--- src/rtl/axi_buffer_rab_bram_arb.sv ---
// axi_buffer_rab_bram_arb: round-robin share of one RAB FIFO upstream port with flush sequencing; RAB_ARB_BURST_LOCK_EN adds burst locking
module axi_buffer_rab_bram_arb #(
  parameter int NUM_IN     = 4,
  parameter int LOG_NUM_IN = 2,
  parameter int DATA_WIDTH = 32
) (
  input  logic                           clk,
  input  logic                           rstn,
  input  logic [NUM_IN-1:0]              in_valid,
  input  logic [NUM_IN*DATA_WIDTH-1:0]   in_data,
  input  logic [NUM_IN-1:0]              in_last,
  output logic [NUM_IN-1:0]              in_ready,
  output logic                           buf_valid,
  output logic [DATA_WIDTH-1:0]          buf_data,
  input  logic                           buf_ready,
  output logic                           buf_flush,
  input  logic                           flush_req,
  output logic                           flush_done,
  output logic [LOG_NUM_IN-1:0]          grant_id,
  output logic                           busy
);
  typedef enum logic [1:0] {ARB, LOCK, FLUSH, DONE} state_t;
  state_t                r_state;
  logic [LOG_NUM_IN-1:0] r_last_grant, r_lock_id, w_scan, w_sel;
  logic                  w_open, w_xfer;
  // round-robin scan: lowest offset after last_grant wins, falls back to last_grant
  always_comb begin
    w_scan = r_last_grant;
    for (int k = NUM_IN; k >= 1; k--)
      if (in_valid[(int'(r_last_grant) + k) % NUM_IN]) w_scan = LOG_NUM_IN'((int'(r_last_grant) + k) % NUM_IN);
  end
  assign w_sel      = (r_state == LOCK) ? r_lock_id : w_scan;
  assign w_open     = rstn && !flush_req && (r_state == ARB || r_state == LOCK);
  assign buf_valid  = w_open && in_valid[w_sel];
  assign buf_data   = rstn ? in_data[int'(w_sel)*DATA_WIDTH +: DATA_WIDTH] : '0;
  assign in_ready   = (w_open && buf_ready) ? NUM_IN'(1) << w_sel : '0;
  assign grant_id   = rstn ? w_sel : '0;
  assign buf_flush  = rstn && r_state == FLUSH;
  assign flush_done = rstn && r_state == DONE;
  assign w_xfer     = buf_valid && buf_ready;
`ifdef RAB_ARB_BURST_LOCK_EN
  assign busy = rstn && r_state == LOCK;
`else
  logic w_unused;
  assign w_unused = ^in_last;
  assign busy     = 1'b0;
`endif
  // arbitration state, grant history and flush sequencing
  always_ff @(posedge clk) begin
    if (!rstn) begin
      r_state      <= ARB;
      r_last_grant <= LOG_NUM_IN'(NUM_IN-1);
      r_lock_id    <= '0;
    end else begin
      case (r_state)
        ARB, LOCK: begin
          if (flush_req) r_state <= FLUSH;
          else if (w_xfer) begin
            r_last_grant <= w_sel;
`ifdef RAB_ARB_BURST_LOCK_EN
            if (r_state == ARB && !in_last[w_sel]) begin
              r_state   <= LOCK;
              r_lock_id <= w_sel;
            end else if (r_state == LOCK && in_last[w_sel]) r_state <= ARB;
`endif
          end
        end
        FLUSH: begin
          r_state      <= DONE;
          r_last_grant <= LOG_NUM_IN'(NUM_IN-1);
        end
        default: r_state <= ARB;
      endcase
    end
  end
endmodule

--- config.mk ---
export PLATFORM = sky130hd
export DESIGN_NAME = axi_buffer_rab_bram_arb
export DESIGN_NICKNAME = d
export VERILOG_FILES = /design/src/rtl/axi_buffer_rab_bram_arb.sv
export SDC_FILE = /design/constraint.sdc
export NUM_CORES = 1
export LEC_CHECK = 0
export BUFFER_PORTS_ARGS = -buffer_cell sky130_fd_sc_hd__buf_4
export CORE_UTILIZATION = 37
export CTS_CLUSTER_SIZE = 16
export DETAILED_ROUTE_END_ITERATION = 10
export PLACE_DENSITY = 0.79
export SYNTH_ARGS = -nofsm -noshare
export SYNTH_HDL_FRONTEND = slang
export SYNTH_SLANG_ARGS = --single-unit
export TNS_END_PERCENT = 30
--- constraint.sdc ---
create_clock -name clk -period 2.1 [get_ports clk]
set_input_delay 0.21 -clock clk [delete_from_list [all_inputs] [get_ports clk]]
set_output_delay 0.21 -clock clk [all_outputs]
set_load 0.01 [all_outputs]
---- After elaboration in Yosys (flattened, before gate mapping) ----
Cells that the tools add are included.
cells by class
  reductions and logical operators ........ 17
  equality and inequality tests ........... 6
  $lt $le $gt $ge ......................... 5
  bitwise logic cells ..................... 4
  multiply operators ...................... 0
  shift operators ......................... 2
  add/subtract/negate cells ............... 4
  div/mod/pow operators ................... 0
  mux-type cells .......................... 27
operator list
  cell                   number
  $shiftx A128 B8 Y32    1
  $mux W32               1
  $mux W2                9
  $lt A3 B4 Y1 const B   4
  $bmux W1 S2            5
  $reduce_or A2 Y1       5
  $mux W1                9
  $pmux W2 S2            2
  $logic_and A1 B1 Y1    7
  $ne A2 B2 Y1 const B   3
  $add A2 B1 Y2 const B  2
  $add A2 B2 Y2 const B  2
  $and A1 B1 Y1 const A  4
  $eq A2 B2 Y1 const B   2
  $mux W4                1
  $shl A1 B2 Y4 const A  1
  $lt A2 B3 Y1 const B   1
  $reduce_and A3 Y1      1
  $eq A2 B1 Y1 const B   1
  $logic_not A2 Y1       1
  $reduce_bool A2 Y1     1
  $logic_not A1 Y1       1
  $logic_or A1 B1 Y1     1
storage, ports and cells
  memories kept ........................... 0
  word-level logic and storage cells ...... 67
  output and inout port bits .............. 42
  register bits ........................... 4
  bits in writable memories ............... 0
  bits in read-only memories .............. 0
  input port bits ......................... 140
  bits in latches ......................... 0

---- Longest topological paths before layout ----
Gate-level depths: netlist of the first run.
  word-level depth ........................ 18
  mapped depth ............................ 7
  mapped depth without buffers ............ 5

---- Least setup slack after synthesis of the first run ----
No wires, ideal clock.
  path type ............................... reg2out
  start ................................... register r_last_grant[1]
  end ..................................... output port buf_data[15]
  setup slack ............................. 0.304 ns
  stages on the path, launching flop included .. 7
  required time ........................... 1.890 ns
  arrival time ............................ 1.586 ns
  path buffers ............................ 1
  cell sequence ........................... dfxtp_1 > mux2i_1 > or2_4 > buf_2 > nand4_1 > a211o_1 > a21oi_1
on the way
  cells in the longest elaborated chain, start to end .. 11
  elaborated cells between the ends (all ways) .. 23
  classes of those cells .................. 4 x add/sub; 1 x shift; 18 x mux
ends and longest elaborated chain
  element                                     RTL line  source
  start: declaration                          24        logic [LOG_NUM_IN-1:0] r_last_grant, r_lock_id, w_scan, w_sel;
  start signal: assignment                    52        r_last_grant <= LOG_NUM_IN'(NUM_IN-1);
  start signal: assignment                    59        r_last_grant <= w_sel;
  start signal: assignment                    70        r_last_grant <= LOG_NUM_IN'(NUM_IN-1);
  $add A2 B1 Y2                               30        if (in_valid[(int'(r_last_grant) + k) % NUM_IN]) w_scan = LOG_NUM_IN'((int'(r_last_grant) + k) % NUM_IN);
  $bmux W1 S2                                 30
  $mux W1 (not written as such) (2 in a row)  30
  $mux W2 (3 in a row)                        30
  $mux W2 *                                   30
  $mux W2 *                                   32        assign w_sel = (r_state == LOCK) ? r_lock_id : w_scan;
  $shiftx A128 B8 Y32 *                       35        assign buf_data = rstn ? in_data[int'(w_sel)*DATA_WIDTH +: DATA_WIDTH] : '0;
  $mux W32 *                                  35
  end: declaration                            14        output logic [DATA_WIDTH-1:0] buf_data,
Every way passes the cells marked *; elsewhere a longest branch is shown, timed or not. The select of a mux whose other input is x is not followed.

---- Worst setup path after layout of the first run ----
  start ................................... register r_last_grant[1]
  end ..................................... output port buf_data[5]
The elaborated chain is that of the path after synthesis.

==> results of run 1 <==
[registers in the layout (all words and copies together) (netlist names)]
register      flops
r_last_grant      2
r_state           2
[worst max-delay path, stage by stage (launching register included)]
cell,delay (ns)
dfxtp_4,0.40
mux2i_4,0.25
or2_4,0.21
a31oi_4,0.10
buf_12,0.15
buf_8,0.12
a32oi_2,0.27
a21oi_2,0.09
buf_4,0.16
[power breakdown]
| part | total (W) | internal [W] | switching, W |
|---|---|---|---|
| clock | 0.000162 | 0.000122 | 0.0000403 |
| combinational | 0.000918 | 0.000497 | 0.000422 |
| sequential | 0.0000874 | 0.0000810 | 0.00000636 |
[layer usage]
metal  part of all wire  track usage  up-vias
li1                   -            -     1471
met1               0.38        0.334     1413
met2               0.51        0.568      178
met3              0.092       0.0856       18
met4              0.022        0.109        0
met5                  0            0        -
[logic make-up after synthesis]
| group | share of synthesized area |
|---|---|
| compound gates | 0.605 |
| simple gates | 0.223 |
| buf+inv | 0.122 |
| flops | 0.0432 |
| mux | 0.00539 |
| other cells | 0.00202 |
[what timing repair did]
item / in CTS / in global routing
cloned: 0 / 2
pin swaps: 2 / 6
setup buffers: 1 / 1
gates resized for setup: 18 / 11
endpoints found under the setup margin: 35 / 33
[stage by stage]
stage | cell area [um^2] | hold WS, ns | instances
4_1_cts | 3490 | 0.219 | 513
2_1_floorplan | 1860 | 0.289 | 271
3_3_place_gp | 3380 | 0.443 | 509
3_5_place_dp | 3380 | 0.443 | 509
5_1_grt | 3600 | 0.218 | 516
6_report | 3600 | 0.221 | 516
[layout make-up]
class	count	area share
Clock buffer	3	0.0115
Inverter	4	0.00417
Multi-Input combinational cell	224	0.453
Sequential cell	4	0.0236
Tap cell	67	0.0233
Timing Repair Buffer	214	0.484
[placed cells by master (no fill, tap or decap), types with 5 or more instances in the layout]
cell	synthesis	routed
a211o_1	20	20
a21boi_0	12	12
a21oi_1	37	33
a32oi_1	33	28
a32oi_2	0	5
and3_1	16	16
buf_12	0	8
buf_4	7	201
nand2_1	5	5
nand4_1	20	20
nor2_1	6	5
nor3_1	5	5
o21ai_1	9	10
o31ai_1	20	20
[worst min-delay path by stage]
stage / to / slack [ns]
3_3_place_gp: r_last_grant[1] / 0.44
5_1_grt: r_last_grant[1] / 0.22
2_1_floorplan: r_last_grant[0] / 0.29
4_1_cts: r_last_grant[0] / 0.22
3_5_place_dp: r_last_grant[0] / 0.44
6_report: r_last_grant[0] / 0.22
==> metrics.csv, run 1 <==
stage,metric,value,unit
routing,drc,0,
critical_path,worst-path-max-fanout,8,
yosys,synth_area_leaders,"a32oi_1, a21oi_1, a211o_1",
finish,num-fill-cells,411,
placed_design,io_buffers,176,
floorplan,ios,182,
power_and_ir_drop,p_leak,1.68,nW
finish,multi_input_area,1630,um^2
hold_path,hold_path.class,in -> reg,
cts,cts.htree.levels,1,
sta,slew_violations,0,
global_routing,antenna_found_initial,0,
yosys,postSynthCellCount,271,
floorplan,core_area,4790,um^2
routing,firstDrtPassIters,5,
critical_path,regToRegSetupSlack,0.46,ns
critical_path,crit_type,reg -> out,
finish,seqCellArea,85.1,um^2
cts,clk_path_buf_depth,2,
sta,setup_viol,30,
routing,drtIter0Drc,142,
sta,finalSetupTns,-1.13,ns
cts,cts_sinks,4,
sta,fin_skew,0.00508,ns
run_status,status,finished with violations,
power_and_ir_drop,peakVddDrop,0.000446,V
yosys,synth_commonest_cells,"a21oi_1, a32oi_1, a211o_1, nand4_1, o31ai_1",
critical_path,r2r-end,r_last_grant[0],
yosys,synth_cell_type_count,45,
global_routing,grt_pass1_wl,13.0,mm
critical_path,end_kind,output pin,
finish,final_nets,591,
floorplan,die_h,72.8,um
cts,postCtsHoldBufs,0,
hold_path,worstHoldStart,rstn,
sta,worst_slack,-0.0830,ns
global_routing,grt_max_degree,42,
global_routing,grt_pass1_vias,2859,
run,max_cap_violations,0,
finish,area_delta_synth_final,94.0,%
run_status,violations,negative setup slack,
sta,hold_violations,0,
finish,drive_gt1_frac,0.546,
routing,vias,3080,
routing,wl,8.91,mm
floorplan,die_w,72.8,um
cts,cts_tree,yes,
yosys,syn_area,1860,um^2
cts,clk_latency,0.22,ns
finish,fin_util,0.752,
critical_path,arrival,1.97,ns
critical_path,r2r-start,r_last_grant[1],
sta,period_share,1.04,
yosys,ys_seq_elements,4,
routing,antenna_left,0,
yosys,syn_avg_cell_area,6.85,um^2
routing,viasPerCell,5.97,
placed_design,pre_cts_ws,-0.00342,ns
cts,cts_buffers,3,
cts,clk_pin_slew,0.03,ns
hold_path,hold_depth,2,
power_and_ir_drop,p_per_area,324,nW/um^2
sta,period_needed,2.18,ns
yosys,async_flop_share,0,
placed_design,gp_congestion,0.880,
sta,rsz0062_at_grt,true,
cts,cts_root_buf,clkbuf_8,
yosys,synth-edff-count,0,
global_routing,track_usage,0.307,
routing,routedWlPerCell,17.3,um
placed_design,dp_hpwl,6.62,mm
finish,antenna_cells,0,
global_routing,overflow,0,
yosys,synth_nets,411,
floorplan,die_area,5300,um^2
critical_path,required,1.89,ns
yosys,yosysMostFrequentCell,a21oi_1,
critical_path,cp-startpoint,r_last_grant[1],
yosys,synth_top_area_share,0.156,
yosys,synth_top_area_cell,a32oi_1,
critical_path,r2r_cells,7,
floorplan,rows,25,
yosys,yosysWarnings,0,
yosys,ys_seq_area_frac,0.0432,
yosys,ys.flop_type,dfxtp_1,
floorplan,start_util,0.388,
sta,fmax,458,MHz
critical_path,critPathLaunchType,flop,
critical_path,endpoint,buf_data[5],
power_and_ir_drop,power,0.00117,W
Note: power is estimated with default switching activity, not from simulation.
==> run 2: changes to the inputs <==
- CELL_PAD_IN_SITES_DETAIL_PLACEMENT: default -> 2
- CELL_PAD_IN_SITES_GLOBAL_PLACEMENT: default -> 2
- CORE_MARGIN: default -> 3
- CORE_UTILIZATION: 37 -> 17
- PLACE_DENSITY: 0.79 -> 0.81
- SLEW_MARGIN: default -> 20
==> metrics.csv, run 2 (same netlist as run 1, synthesis figures left out) <==
stage,metric,value,unit,change
critical_path,cp-startpoint,r_last_grant[1],,
floorplan,core_area,10500,um^2,+120%
power_and_ir_drop,p_per_area,324,nW/um^2,-0.13%
sta,hold_violations,0,,unchanged
run,max_cap_violations,0,,unchanged
cts,clk_latency,0.21,ns,about the same
finish,mostFrequentLayoutCells,"buf_4, a21oi_1, nand4_1, o31ai_1, a211o_1",,
placed_design,dp_cells,578,,+14%
critical_path,arrival,1.97,ns,about the same
cts,cts_root_buf,clkbuf_8,,
placed_design,gp_congestion,0.849,,-3.5%
critical_path,r2r-end,r_last_grant[1],,
global_routing,grt_max_degree,35,,-17%
sta,worst_slack,-0.0766,ns,+0.00644 ns
critical_path,cpLargestDelayFamily,compound AO/OA/AOI/OAI gates,,
critical_path,critPathLaunchType,flop,,
run_status,violations,negative setup slack,,
routing,wl,12.2,mm,+37%
sta,fin_hold_ws,0.247,ns,+0.0259 ns
global_routing,antenna_found_initial,0,,unchanged
sta,setup_viol,21,,-30%
cts,clk_pin_slew,0.03,ns,about the same
finish,top_regs,"r_last_grant x2, r_state x2",,
critical_path,end_kind,output pin,,
floorplan,die_h,110,um,+52%
finish,fin_cells,584,,+13%
critical_path,regToRegSetupSlack,0.34,ns,-0.12 ns
placed_design,dp_hpwl,9.50,mm,+44%
sta,finalSetupTns,-0.513,ns,+0.612 ns
floorplan,rows,37,,+48%
cts,clk_path_buf_depth,2,,unchanged
critical_path,crit_type,reg -> out,,
finish,antenna_cells,0,,unchanged
routing,routedWlPerCell,20.9,um,+21%
critical_path,cpPeakStageDelay,0.39,ns,about the same
routing,vias,3156,,+2.5%
run_status,status,finished with violations,,
cts,cts.htree.levels,1,,unchanged
power_and_ir_drop,peakVddDrop,0.000103,V,-77%
critical_path,worst-path-max-fanout,20,,+12
sta,rsz0062_at_grt,true,,
finish,drive_gt1_frac,0.583,,+0.0369
routing,viasPerCell,5.40,,-9.5%
sta,period_share,1.04,,-0.00307
finish,fin_util,0.368,,-0.384
floorplan,die_w,110,um,+52%
cts,cts_buffers,3,,unchanged
sta,slew_violations,0,,unchanged
sta,fmax,459,MHz,+0.30%
routing,firstDrtPassIters,4,,-1
routing,drtIter0Drc,148,,+4.2%
critical_path,crit_buf_inv,2,,-1
finish,final_nets,590,,-0.17%
power_and_ir_drop,p_leak,1.71,nW,+1.6%
finish,area_delta_synth_final,107,%,
critical_path,required,1.89,ns,about the same
routing,antenna_left,0,,unchanged
routing,drc,0,,unchanged
sta,fin_skew,0.00152,ns,-0.00356 ns
critical_path,endpoint,buf_data[3],,
critical_path,worstPathCellList,nand2_1 -> a31oi_2 -> nand2_4 -> buf_12 -> a211o_1 -> a21oi_1 -> buf_4,,
placed_design,io_buffers,176,,unchanged
critical_path,r2r-start,r_last_grant[1],,
floorplan,ios,182,,unchanged
cts,postCtsHoldBufs,0,,unchanged
critical_path,r2r_cells,7,,unchanged
floorplan,start_util,0.177,,-0.210
critical_path,crit_cells,7,,-1
hold_path,hold_path.class,in -> reg,,
global_routing,grt_pass1_vias,3475,,+22%
placed_design,dpl_cell_area,3540,um^2,+4.8%
global_routing,track_usage,0.186,,-0.121
cts,cts_tree,yes,,
cts,cts_sinks,4,,unchanged
finish,design_area,3850,um^2,+6.9%
global_routing,overflow,0,,unchanged
floorplan,die_area,12200,um^2,+130%
sta,period_needed,2.18,ns,-0.00644 ns
global_routing,grt_pass1_wl,19.1,mm,+46%
critical_path,critPathSlowestCell,dfxtp_4,,
finish,layout_commonest_cell,buf_4,,
run 2: worst min-delay path by stage:
stage | end | cells after the start | from
after floorplan | r_last_grant[0] | 1 | rstn
after global placement | r_last_grant[0] | 2 | rstn
after detailed placement | r_last_grant[0] | 2 | rstn
after CTS | r_last_grant[0] | 2 | rstn
after global routing | r_last_grant[0] | 2 | rstn
final | r_last_grant[0] | 2 | rstn
run 2: final cells by class:
cell class / count / area (um^2)
Fill cell: 1225 / 6620
Sequential cell: 4 / 87.6
Multi-Input combinational cell: 224 / 1770
Timing Repair Buffer: 213 / 1770
Tap cell: 136 / 170
Inverter: 4 / 15.0
Clock buffer: 3 / 41.3
run 2: what timing repair did:
item | 4_1_cts | 5_1_grt
setup buffers | 4 | 0
setup endpoints to repair | 37 | 34
pin swaps | 12 | 10
resized for setup | 21 | 28
run 2: per-stage QoR:
| stage | total power, W | setup WS, ns |
|---|---|---|
| after floorplan | 0.000502 | 0.304 |
| after global placement | 0.000981 | -0.00458 |
| after detailed placement | 0.00101 | -0.0473 |
| after CTS | 0.00121 | -0.0308 |
| after global routing | 0.00134 | -0.146 |
| final | 0.00125 | -0.0766 |
run 2: power breakdown:
| group | switching (W) | leakage, nW | internal [W] | total (W) |
|---|---|---|---|---|
| clock | 0.0000336 | 0.0216 | 0.000122 | 0.000155 |
| sequential | 0.00000678 | 0.0327 | 0.0000802 | 0.0000870 |
| combinational | 0.000481 | 1.66 | 0.000523 | 0.00100 |
| total | 0.000521 | 1.71 | 0.000725 | 0.00125 |
run 2: worst register-to-register path: stages (launching register included):
cell and delay [ns]:
dfxtp_4 0.37, buf_1 0.14, buf_4 0.17, nor2b_1 0.09, o21ai_0 0.08, a221o_1 0.37, a41oi_1 0.23, o221ai_1 0.17
run 2: routing by layer:
metal | wire [um] | track usage
met2 | 6370 | 0.355
met4 | 121 | 0.0156
met1 | 4720 | 0.211
met3 | 978 | 0.0537
met5 | 0 | 0
==> run 3: changes to the inputs <==
- CORE_ASPECT_RATIO: default -> 1.2
- CORE_MARGIN: 3 -> 4
==> metrics.csv, run 3 (same netlist as run 1, synthesis figures left out) <==
stage,metric,value,unit,change
run_status,status,finished with violations,,
run_status,violations,negative setup slack,,
cts,cts_sinks,4,,unchanged
power_and_ir_drop,power,0.00135,W,+8.5%
routing,routedWlPerCell,21.5,um,+3.2%
placed_design,pre_cts_ws,-0.0122,ns,+0.0351 ns
power_and_ir_drop,p_per_area,368,nW/um^2,+14%
sta,fin_skew,0.000945,ns,-0.000574 ns
finish,fin_util,0.346,,-0.0213
global_routing,antenna_found_initial,0,,unchanged
sta,hold_violations,0,,unchanged
cts,cts_tree,yes,,
floorplan,core_area,10600,um^2,+1.5%
floorplan,die_w,103,um,-6.4%
routing,viasPerCell,5.45,,+0.76%
sta,slew_violations,0,,unchanged
global_routing,grt_max_degree,26,,-26%
floorplan,die_h,122,um,+11%
finish,drive_gt1_frac,0.545,,-0.0377
hold_path,hold_path.class,in -> reg,,
routing,wl,12.4,mm,+1.6%
critical_path,r2r_cells,6,,-1
finish,layout_commonest_cell,buf_4,,
floorplan,die_area,12700,um^2,+3.7%
sta,period_share,1.08,,+0.0444
power_and_ir_drop,p_leak,1.69,nW,-1.0%
sta,worst_slack,-0.170,ns,-0.0932 ns
finish,top_regs,"r_last_grant x2, r_state x2",,
critical_path,critPathSlowestCell,dfxtp_4,,
cts,cts_root_buf,clkbuf_16,,
global_routing,grt_pass1_vias,3381,,-2.7%
critical_path,cpPeakStageDelay,0.37,ns,-0.02 ns
finish,design_area,3680,um^2,-4.4%
critical_path,required,1.89,ns,about the same
cts,postCtsHoldBufs,0,,unchanged
global_routing,track_usage,0.185,,-0.00115
sta,fmax,441,MHz,-4.1%
routing,vias,3131,,-0.79%
cts,clk_path_buf_depth,2,,unchanged
critical_path,arrival,2.06,ns,+0.09 ns
critical_path,critPathLaunchType,flop,,
routing,drc,0,,unchanged
critical_path,endpoint,buf_data[12],,
global_routing,overflow,0,,unchanged
critical_path,cp-startpoint,r_last_grant[1],,
routing,antenna_left,0,,unchanged
routing,firstDrtPassIters,4,,unchanged
cts,clk_latency,0.23,ns,+0.02 ns
cts,clk_pin_slew,0.03,ns,about the same
finish,area_delta_synth_final,98.2,%,
floorplan,start_util,0.175,,-0.00261
cts,cts_buffers,3,,unchanged
cts,cts.htree.levels,1,,unchanged
critical_path,worstPathCellList,mux2i_4 -> nor2_2 -> buf_4 -> o31ai_1 -> a211o_1 -> a21oi_1 -> buf_4,,
routing,drtIter0Drc,118,,-20%
critical_path,r2r-end,r_last_grant[1],,
placed_design,gp_congestion,0.841,,-1.0%
critical_path,worst-path-max-fanout,10,,-50%
critical_path,r2r-start,r_last_grant[1],,
finish,final_nets,588,,-0.34%
global_routing,grt_pass1_wl,18.3,mm,-4.0%
critical_path,end_kind,output pin,,
critical_path,regToRegSetupSlack,0.36,ns,+0.02 ns
finish,antenna_cells,0,,unchanged
finish,num-fill-cells,1235,,+0.82%
sta,setup_viol,33,,+57%
critical_path,cp_common_cell,buf_4,,
floorplan,rows,41,,+11%
run,max_cap_violations,0,,unchanged
placed_design,io_buffers,176,,unchanged
finish,mostFrequentLayoutCells,"buf_4, a32oi_1, a21oi_1",,
floorplan,ios,182,,unchanged
sta,period_needed,2.27,ns,+0.0932 ns
sta,rsz0062_at_grt,true,,
placed_design,dpl_cell_area,3430,um^2,-3.3%
placed_design,dp_hpwl,9.87,mm,+3.8%
critical_path,crit_type,reg -> out,,
power_and_ir_drop,peakVddDrop,0.000170,V,+65%
-- run 3: how the worst min path moves through the flow --
stage / startpoint / endpoint / slack [ns] / depth (start not counted)
after CTS: rstn / r_last_grant[0] / 0.22 / 2
after global routing: rstn / r_last_grant[0] / 0.23 / 2
after detailed placement: rstn / r_last_grant[0] / 0.46 / 2
final: rstn / r_last_grant[0] / 0.22 / 2
after global placement: rstn / r_last_grant[0] / 0.45 / 2
after floorplan: rstn / r_last_grant[0] / 0.29 / 1
-- run 3: per-layer routing --
metal	vias up	GRT usage	wire length, um
met5	-	0	0
met4	0	0.0478	313
met3	20	0.0387	959
met2	146	0.348	6580
met1	1499	0.205	4520
li1	1466	-	-
-- run 3: metrics by stage --
stage          hold slack (ns)  instances  TNS, ns
2_1_floorplan            0.289        271        0
3_3_place_gp             0.451        565        0
3_5_place_dp             0.457        565  -0.0122
4_1_cts                  0.220        572    -1.65
5_1_grt                  0.228        575    -5.57
6_report                 0.219        575    -2.84
-- run 3: area by class of cell --
class	instances	area, um^2	share of cell area
Clock buffer	3	75.1	0.0204
Inverter	4	15.0	0.00408
Multi-Input combinational cell	224	1610	0.439
Sequential cell	4	85.1	0.0231
Tap cell	129	161	0.0439
Timing Repair Buffer	211	1730	0.470
-- run 3: repair_timing --
action	CTS	global route
buffers inserted	4	2
gates cloned	0	1
pin swaps	4	7
endpoints found under the setup margin	36	34
gates resized for setup	14	15
-- run 3: critical path: cells and delay by family, from the launching register on --
kind,cells,cell delay [ns]
buf+inv,2,0.40
compound gates,3,0.60
mux,1,0.19
flops,1,0.37
simple gates,1,0.25
-- run 3: report_power, final --
| part | internal, W | switching, W |
|---|---|---|
| clock network | 0.000244 | 0.0000667 |
| registers | 0.0000809 | 0.00000635 |
| logic | 0.000500 | 0.000454 |
